$ cat src/rtl/simon_sequencer_if.sv
// Simon sequencer bus: game control, player buttons and display outputs.
// Handshake: playerPressed is a single-cycle qualifier for playerNum. The
// sequencer samples playerNum only in a cycle where playerPressed is high.
// It never back-pressures, so there is no ready, and a press that arrives
// while the sequencer is not listening is dropped rather than queued.
// start and tick are plain single-cycle pulses with the same no-ready rule.
// fsm_state mirrors the sequencer's state register for observation.
interface simon_sequencer_if;
   logic       start;
   logic       tick;
   logic [1:0] playerNum;
   logic       playerPressed;
   logic       simonTurn;
   logic [1:0] simonNum;
   logic       simonPressed;
   logic [5:0] level;
   logic       gameOver;
   logic       win;
   logic [2:0] fsm_state;

   modport master (
      output start, tick, playerNum, playerPressed,
      input  simonTurn, simonNum, simonPressed, level, gameOver, win, fsm_state
   );

   modport slave (
      input  start, tick, playerNum, playerPressed,
      output simonTurn, simonNum, simonPressed, level, gameOver, win, fsm_state
   );
endinterface

$ cat src/rtl/simon_sequencer.sv
// Simon game sequencer: grows a random 2-bit button sequence one step per
// level, plays it back with lit/dark timing and checks the player's echo.
module simon_sequencer #(
   parameter int MAX_LEN       = 16,
   parameter int ON_TICKS      = 4,
   parameter int OFF_TICKS     = 2,
   parameter int TIMEOUT_TICKS = 20
) (
   input  logic               clk,
   input  logic               rst,
   simon_sequencer_if.slave   bus
);
   localparam int AW   = (MAX_LEN > 1) ? $clog2(MAX_LEN) : 1;
   localparam int T1   = (ON_TICKS > OFF_TICKS) ? ON_TICKS : OFF_TICKS;
   localparam int TMAX = (T1 > TIMEOUT_TICKS) ? T1 : TIMEOUT_TICKS;
   localparam int TW   = $clog2(TMAX + 1);

   typedef enum logic [2:0] {
      IDLE     = 3'd0,
      ADD      = 3'd1,
      SHOW_ON  = 3'd2,
      SHOW_OFF = 3'd3,
      LISTEN   = 3'd4,
      OVER     = 3'd5,
      WIN      = 3'd6
   } state_t;

   state_t        state, state_n;
   logic [15:0]   lfsr;
   logic          lfsr_fb;
   // Depth rounded up to a power of two so idx/len slices index it exactly.
   logic [1:0]    mem [2**AW];
   logic [5:0]    len, len_n;
   logic [AW-1:0] idx, idx_n;
   logic [TW-1:0] tcnt, tcnt_n;
   logic          mem_we;
   logic          idx_last;
   logic [1:0]    cur_sym;
   logic [1:0]    show_sym;

   logic          turn_n, lit_n, over_n, win_n;
   logic [1:0]    num_n;
   logic          turn_q, lit_q, over_q, win_q;
   logic [1:0]    num_q;
   logic [5:0]    level_q;

   assign lfsr_fb  = lfsr[0] ^ lfsr[2] ^ lfsr[3] ^ lfsr[5];
   assign idx_last = (6'(idx) == len - 6'd1);
   assign cur_sym  = mem[idx];

   // State, counters, LFSR and registered outputs; rst wins over every input.
   always_ff @(posedge clk) begin
      if (rst) begin
         state   <= IDLE;
         len     <= '0;
         idx     <= '0;
         tcnt    <= '0;
         lfsr    <= 16'hACE1;
         turn_q  <= 1'b0;
         lit_q   <= 1'b0;
         num_q   <= 2'd0;
         level_q <= 6'd0;
         over_q  <= 1'b0;
         win_q   <= 1'b0;
      end else begin
         state   <= state_n;
         len     <= len_n;
         idx     <= idx_n;
         tcnt    <= tcnt_n;
         lfsr    <= {lfsr_fb, lfsr[15:1]};
         turn_q  <= turn_n;
         lit_q   <= lit_n;
         num_q   <= num_n;
         level_q <= len_n;
         over_q  <= over_n;
         win_q   <= win_n;
      end
   end

   // Sequence memory: one new symbol appended per ADD, never cleared.
   always_ff @(posedge clk) begin
      if (mem_we && !rst) begin
         mem[len[AW-1:0]] <= lfsr[1:0];
      end
   end

   // Next-state and counter updates for the game flow.
   always_comb begin
      state_n = state;
      len_n   = len;
      idx_n   = idx;
      tcnt_n  = tcnt;
      mem_we  = 1'b0;
      case (state)
         IDLE, OVER, WIN: begin
            if (bus.start) begin
               len_n   = 6'd0;
               state_n = ADD;
            end
         end
         ADD: begin
            mem_we  = 1'b1;
            len_n   = len + 6'd1;
            idx_n   = '0;
            tcnt_n  = '0;
            state_n = SHOW_ON;
         end
         SHOW_ON: begin
            if (bus.tick) begin
               if (tcnt == TW'(ON_TICKS - 1)) begin
                  tcnt_n  = '0;
                  state_n = SHOW_OFF;
               end else begin
                  tcnt_n = tcnt + TW'(1);
               end
            end
         end
         SHOW_OFF: begin
            if (bus.tick) begin
               if (tcnt == TW'(OFF_TICKS - 1)) begin
                  tcnt_n = '0;
                  if (idx_last) begin
                     idx_n   = '0;
                     state_n = LISTEN;
                  end else begin
                     idx_n   = idx + AW'(1);
                     state_n = SHOW_ON;
                  end
               end else begin
                  tcnt_n = tcnt + TW'(1);
               end
            end
         end
         LISTEN: begin
            // A press beats a timeout-completing tick in the same cycle.
            if (bus.playerPressed) begin
               if (bus.playerNum != cur_sym) begin
                  state_n = OVER;
               end else if (idx_last) begin
                  state_n = (len == 6'(MAX_LEN)) ? WIN : ADD;
               end else begin
                  idx_n  = idx + AW'(1);
                  tcnt_n = '0;
               end
            end else if (bus.tick) begin
               if (tcnt == TW'(TIMEOUT_TICKS - 1)) begin
                  state_n = OVER;
               end else begin
                  tcnt_n = tcnt + TW'(1);
               end
            end
         end
         default: state_n = IDLE;
      endcase
   end

   // Output values for the coming cycle, decoded from the next state.
   always_comb begin
      // The first symbol shown is the one being written this very cycle.
      show_sym = (mem_we && (len[AW-1:0] == idx_n)) ? lfsr[1:0] : mem[idx_n];
      turn_n   = (state_n == SHOW_ON) || (state_n == SHOW_OFF);
      lit_n    = (state_n == SHOW_ON);
      num_n    = turn_n ? show_sym : 2'd0;
      over_n   = (state_n == OVER);
      win_n    = (state_n == WIN);
   end

   assign bus.simonTurn    = turn_q;
   assign bus.simonPressed = lit_q;
   assign bus.simonNum     = num_q;
   assign bus.level        = level_q;
   assign bus.gameOver     = over_q;
   assign bus.win          = win_q;
   assign bus.fsm_state    = state;
endmodule

$ cat src/flat_wrapper.sv
// flat-port wrapper written by rule: the top's interface ports become plain ports
module simon_sequencer_flat 
#(
   parameter int MAX_LEN       = 16,
   parameter int ON_TICKS      = 4,
   parameter int OFF_TICKS     = 2,
   parameter int TIMEOUT_TICKS = 20
)
  (clk, rst, bus_start, bus_tick, bus_playerNum, bus_playerPressed, bus_simonTurn, bus_simonNum, bus_simonPressed, bus_level, bus_gameOver, bus_win, bus_fsm_state);
  simon_sequencer_if bus_i ();
  input  logic clk;
  input  logic rst;
  input wire logic [$bits(bus_i.start)-1:0] bus_start;
  input wire logic [$bits(bus_i.tick)-1:0] bus_tick;
  input wire logic [$bits(bus_i.playerNum)-1:0] bus_playerNum;
  input wire logic [$bits(bus_i.playerPressed)-1:0] bus_playerPressed;
  output wire logic [$bits(bus_i.simonTurn)-1:0] bus_simonTurn;
  output wire logic [$bits(bus_i.simonNum)-1:0] bus_simonNum;
  output wire logic [$bits(bus_i.simonPressed)-1:0] bus_simonPressed;
  output wire logic [$bits(bus_i.level)-1:0] bus_level;
  output wire logic [$bits(bus_i.gameOver)-1:0] bus_gameOver;
  output wire logic [$bits(bus_i.win)-1:0] bus_win;
  output wire logic [$bits(bus_i.fsm_state)-1:0] bus_fsm_state;
  assign bus_i.start = bus_start;
  assign bus_i.tick = bus_tick;
  assign bus_i.playerNum = bus_playerNum;
  assign bus_i.playerPressed = bus_playerPressed;
  assign bus_simonTurn = bus_i.simonTurn;
  assign bus_simonNum = bus_i.simonNum;
  assign bus_simonPressed = bus_i.simonPressed;
  assign bus_level = bus_i.level;
  assign bus_gameOver = bus_i.gameOver;
  assign bus_win = bus_i.win;
  assign bus_fsm_state = bus_i.fsm_state;
  simon_sequencer #(.MAX_LEN(MAX_LEN), .ON_TICKS(ON_TICKS), .OFF_TICKS(OFF_TICKS), .TIMEOUT_TICKS(TIMEOUT_TICKS)) u_core (.clk(clk), .rst(rst), .bus(bus_i));
endmodule
$ cat config.mk
export PLATFORM = sky130hd
export DESIGN_NAME = simon_sequencer_flat
export DESIGN_NICKNAME = d
export VERILOG_FILES = /design/src/rtl/simon_sequencer_if.sv /design/src/rtl/simon_sequencer.sv /design/src/flat_wrapper.sv
export SDC_FILE = /design/constraint.sdc
export NUM_CORES = 1
export LEC_CHECK = 0
export ABC_AREA = 0
export CAP_MARGIN = 30
export CORE_MARGIN = 4
export CORE_UTILIZATION = 60
export DETAILED_ROUTE_END_ITERATION = 10
export PLACE_DENSITY = 0.76
export SETUP_SLACK_MARGIN = 0.5
export SKIP_LAST_GASP = 1
export SYNTH_ARGS = -nofsm -noshare
export SYNTH_HDL_FRONTEND = slang
export SYNTH_SLANG_ARGS = --single-unit
$ cat constraint.sdc
create_clock -name clk -period 4.9 [get_ports clk]
set_input_delay 0.98 -clock clk [delete_from_list [all_inputs] [get_ports clk]]
set_output_delay 0.98 -clock clk [all_outputs]
set_load 0.02 [all_outputs]
==> run_results.csv, run 1 <==
group,metric,value,unit
pwr,p_int,919,uW
critical_path,cp_max_fo,11,
outcome,status,"completed",
layout,final_common_cell,"nor2_1",
synthesis,synthTopCellsByArea,"edfxtp_1, dfxtp_1, mux2i_1, nor2_1, nand2_1",
timing,final_hold_viol_count,0,
placement,gp_congestion,0.971,
pwr,comb_power_share,0.091,
clocking,cts_buffers,9,
placement,dp_hpwl,6270,um
clocking,htreeDepth,3,
timing,max-slew-margin-rel,0.485,
layout,area_growth,11.1,%
flow_run,cap_violations,0,
detailed_routing,dr.pass1.iters,5,
pwr,p_seq_frac,0.538,
synthesis,synth_top_area_cell,"edfxtp_1",
floorplan,die_w,88.0,um
critical_path,worstPathArrival,4.10,ns
detailed_routing,drc,0,
critical_path,slowest_stage,"dfxtp_1",
synthesis,synth-seq-cells,72,
synthesis,ys.warnings.count,0,
synthesis,syn_inst,396,
synthesis,synthArstFlopShare,0,
detailed_routing,vias,3093,
global_route,grt_pass1_wl,14300,um
pwr,sw_frac_of_total,0.251,
clocking,cts_sinks,72,
critical_path,crit_path_end_kind,"register",
synthesis,syn-cell-area,3840,sq um
timing,setup_viol,0,
floorplan,num_io_pins,22,
clocking,cts_root_buf,"clkbuf_8",
clocking,cts_setup_buffers,0,
floorplan,start_util,0.634,
timing,worst_pin_slew,0.771,ns
synthesis,ys_seq_area_frac,0.459,
layout,drive_above_1_share,0.0885,
floorplan,fp.dieArea,7750,sq um
pwr,vdd_drop_max,0.265,mV
pwr,power,1230,uW
timing,tns,0,ns
critical_path,crit_chain,"inv_1, ha_1, xnor2_1, and2_1, o32ai_1, and3_1, inv_2, ha_1, a32oi_1, o2bb2ai_1, a211oi_4, xnor2_1, nor2_1, nand4_1, o21ai_0, a31oi_1",
synthesis,synth_top_cell_area_share,0.250,
synthesis,syn-num-nets,411,
timing,clock_skew,0.00789,ns
critical_path,cp.required,5.11,ns
global_route,antenna_found_initial,0,
clocking,ctsResizeCount,0,
synthesis,synthDistinctLibCells,60,
global_route,grt_max_degree,32,
global_route,grt.total_usage,0.241,
timing,fin_crit_sh,0.794,
timing,max_freq,0.257,GHz
critical_path,worstSetupPathType,"reg2reg",
clocking,cts_buffer_depth,2,
layout,diodes,0,
detailed_routing,vias_per_cell,6.27,
synthesis,synth_ff_type,"dfxtp_1",
timing,period_needed,3.89,ns
clocking,cts_hold_buf,0,
floorplan,core,6060,sq um
clocking,clock_latency,0.35,ns
pwr,pwr_density_cell,288,nW/um^2
synthesis,syn_avg_cell_area,9.70,sq um
pwr,switchingPower,308,uW
layout,fin_nets,428,
global_route,grt_pass1_vias,2823,
global_route,grt_overflow,0,
synthesis,synth-edff-count,32,
detailed_routing,antenna_left,0,
detailed_routing,drtIter0Drc,230,
clocking,clkTransAtPathRegs,0.08,ns
detailed_routing,wire_per_inst,17.7,um
placement,io_buffers,21,
clocking,cts_tree,"done",
pwr,leakage,0.00151,uW
floorplan,die_h,88.0,um
critical_path,cp-start-kind,"register",
pwr,p_clk_frac,0.371,
layout,layout_common_cells,"nor2_1, dfxtp_1, nand2_1",
timing,rsz0062_at_grt,"false",
min_path,hold_path.class,"reg2reg",
critical_path,critical-path-max-stage-delay,0.58,ns
timing,report.final.slew_viol_count,0,
detailed_routing,totalWireLength,8740,um
floorplan,std_cell_rows,28,
logic make-up after synthesis:
logic type      synth area share
simple gates               0.197
compound gates             0.165
flops                      0.459
mux                       0.0847
buf+inv                   0.0342
xor+xnor                  0.0342
fa+ha+maj                 0.0261
routing by layer:
metal	GRT usage	part of all wire	vias up	wire length [um]
met5	0	0	-	0
met4	0.102	0.028	0	246
met3	0.0593	0.069	24	599
met2	0.367	0.45	128	3910
met1	0.330	0.46	1462	3980
li1	-	-	1479	-
layout make-up:
class | count | area, sq um
clock inverter | 5 | 36.3
sequential | 72 | 1760
clock buffer | 11 | 163
tap | 75 | 93.8
inverter | 11 | 41.3
timing repair buffer | 23 | 225
fill | 487 | 1790
multi-input combinational | 296 | 1950
through the flow:
stage               area [sq um]  hold WS [ns]  setup WS, ns  cells   util
finish                      4270         0.417          1.01    493  0.704
global route                4270         0.435         0.701    493  0.704
CTS                         4270         0.422          1.07    493  0.704
detailed placement          4070         0.402         0.903    477  0.672
global placement            4070         0.392         0.894    477  0.672
floorplan                   3840         0.389          1.30    396      -
state kept, by name, summed over array words and instances (netlist names):
name,flops
u_core.bus.fsm_state,3
u_core.bus.gameOver,1
u_core.bus.level,6
u_core.bus.simonNum,2
u_core.bus.simonPressed,1
u_core.bus.simonTurn,1
u_core.bus.win,1
u_core.idx,4
u_core.lfsr,16
u_core.mem,32
u_core.tcnt,5
cell usage after synthesis (all sizes together), types with 3 or more instances:
cell type	n
nor2	49
dfxtp	40
nand2	39
edfxtp	32
mux2i	28
a21oi	16
o21ai	13
clkbuf	11
nor2b	11
xnor2	11
inv	10
nor3	10
or2	10
and2	9
a22oi	8
and3	8
ha	8
nand3	7
buf	6
nand4	6
o22ai	5
a311oi	4
mux2	4
nand2b	4
xor2	4
a211oi	3
a21boi	3
a32oi	3
o211a	3
o211ai	3
o221ai	3
path summary, 6_finish.rpt:
path | from | to | slack, ns | depth (start not counted)
worst min register to register | u_core.lfsr[11] | u_core.lfsr[10] | 0.42 | 1
worst min-delay path | u_core.lfsr[11] | u_core.lfsr[10] | 0.42 | 1
worst max register to register | u_core.bus.level[0] | u_core.bus.simonNum[0] | 1.01 | 16
worst max-delay path | u_core.bus.level[0] | u_core.bus.simonNum[0] | 1.01 | 16
worst max-delay path, delay by kind of cell, from the launching register on:
kind	cells	cell delay, ns
buf+inv	2	0.23
xor+xnor	2	0.27
simple gates	4	0.75
compound gates	6	1.42
flops	1	0.58
fa+ha+maj	2	0.49
power by group through the flow:
stage          combinational [uW]  clock (uW)  sequential [uW]
2_1_floorplan                78.2           0              669
3_3_place_gp                  109           0              673
3_5_place_dp                  110           0              674
4_1_cts                       111         465              660
5_1_grt                       123         495              663
6_report                      112         456              660
No activity file was read; power rests on OpenSTA's default activity.
==> run 2, diff against run 1 <==
==> constraint.sdc (replaced) <==
create_clock -name clk -period 3.8 [get_ports clk]
set_input_delay 0.76 -clock clk [delete_from_list [all_inputs] [get_ports clk]]
set_output_delay 0.76 -clock clk [all_outputs]
set_load 0.02 [all_outputs]
==> run_results.csv, run 2 (same netlist as run 1, synthesis figures left out) <==
group,metric,value,unit
outcome,status,"completed",
timing,holdWs,0.409,ns
critical_path,cp-start-kind,"input port",
layout,fin_nets,448,
critical_path,worstPathArrival,3.46,ns
floorplan,start_util,0.634,
detailed_routing,vias_per_cell,6.29,
pwr,vdd_drop_max,0.311,mV
timing,period_needed,3.22,ns
timing,max-slew-margin-rel,0.597,
critical_path,slowest_stage,"clkdlybuf4s50_1",
critical_path,cp.buffers_inverters,3,
layout,final_cells,513,
detailed_routing,wire_per_inst,18.4,um
placement,gp_congestion,0.930,
floorplan,num_io_pins,22,
layout,largest_register_ff_count,32,
clocking,htreeDepth,3,
pwr,power,1700,uW
floorplan,core,6060,sq um
clocking,cts_sinks,72,
detailed_routing,drtIter0Drc,355,
clocking,cts_buffers,9,
clocking,clock_latency,0.36,ns
clocking,cts_root_buf,"clkbuf_8",
detailed_routing,dr.pass1.iters,5,
detailed_routing,drc,0,
global_route,grt_pass1_vias,2949,
floorplan,fp.dieArea,7750,sq um
clocking,cts_buffer_depth,2,
global_route,antenna_found_initial,0,
layout,diodes,0,
detailed_routing,antenna_left,0,
timing,tns,0,ns
timing,setup_ws,0.576,ns
timing,clock_skew,0.0183,ns
min_path,hold_path.class,"reg2reg",
detailed_routing,vias,3227,
floorplan,die_w,88.0,um
pwr,pwr_density_cell,368,nW/um^2
layout,layout_common_cells,"nor2_1, nand2_1, dfxtp_1",
timing,report.final.slew_viol_count,0,
pwr,leakage,0.00167,uW
clocking,clkTransAtPathRegs,0.09,ns
floorplan,die_h,88.0,um
layout,drive_above_1_share,0.189,
critical_path,critical-path-max-stage-delay,0.54,ns
placement,io_buffers,21,
critical_path,cp_max_fo,6,
timing,setup_viol,0,
timing,fin_crit_sh,0.848,
global_route,grt_overflow,0,
clocking,cts_hold_buf,0,
timing,rsz0062_at_grt,"true",
flow_run,cap_violations,0,
timing,max_freq,0.310,GHz
min_path,min_path_cells,1,
detailed_routing,totalWireLength,9420,um
placement,pre_cts_slack,0.301,ns
critical_path,cp.required,4.03,ns
critical_path,crit_chain,"clkdlybuf4s50_1, nand3_1, a2111oi_4, buf_4, o211ai_4, and3_2, or2_4, buf_4, mux2i_1, mux2i_1, o211ai_1, a31oi_1",
global_route,grt_max_degree,27,
global_route,grt.total_usage,0.249,
timing,worst_pin_slew,0.603,ns
placement,dp_hpwl,6250,um
global_route,grt_pass1_wl,14800,um
critical_path,cp_top_family,"buffers and inverters",
critical_path,critical_path_depth,12,
timing,final_hold_viol_count,0,
critical_path,crit_path_end_kind,"register",
critical_path,r2r_cells,16,
layout,final_common_cell,"nor2_1",
floorplan,std_cell_rows,28,
layout,area_growth,20.2,%
clocking,cts_tree,"done",
placement,placed_cells,488,
critical_path,worstSetupPathType,"in2reg",
run 2: final cells by class:
type,count,area [sq um]
clock inverter,3,23.8
fill,415,1450
multi-input combinational,297,2080
sequential,72,1780
timing repair buffer,42,387
tap,75,93.8
inverter,11,41.3
clock buffer,13,213
run 2: stage by stage:
stage / instance area [sq um] / util
final: 4620 / 0.762
after global routing: 4620 / 0.762
after CTS: 4450 / 0.734
after detailed placement: 4160 / 0.687
after global placement: 4160 / 0.687
after floorplan: 3860 / -
run 2: timing repair:
item / in CTS / in global routing
endpoints found under the setup margin: 2 / 7
gates resized for setup: 9 / 26
pin swaps: 1 / 7
setup buffers: 1 / 7
gates cloned: 0 / 1
run 2: worst paths after layout:
path,start,to,slack [ns]
max,bus_playerNum[1],u_core.bus.simonNum[0],0.58
min reg2reg,u_core.lfsr[6],u_core.lfsr[5],0.41
max reg2reg,u_core.bus.level[1],u_core.bus.simonNum[1],0.59
min,u_core.lfsr[6],u_core.lfsr[5],0.41
run 2: report_power, final:
| part | internal (uW) | total (uW) | switching (uW) |
|---|---|---|---|
| logic | 74.5 | 171 | 96.4 |
| clock network | 379 | 687 | 308 |
| registers | 826 | 843 | 17.4 |
run 2: per-layer routing:
metal	vias up	track usage	routed length, um
met5	-	0	0
met4	0	0.0989	199
met3	25	0.0480	834
met2	181	0.377	4240
met1	1500	0.354	4160
li1	1521	-	-
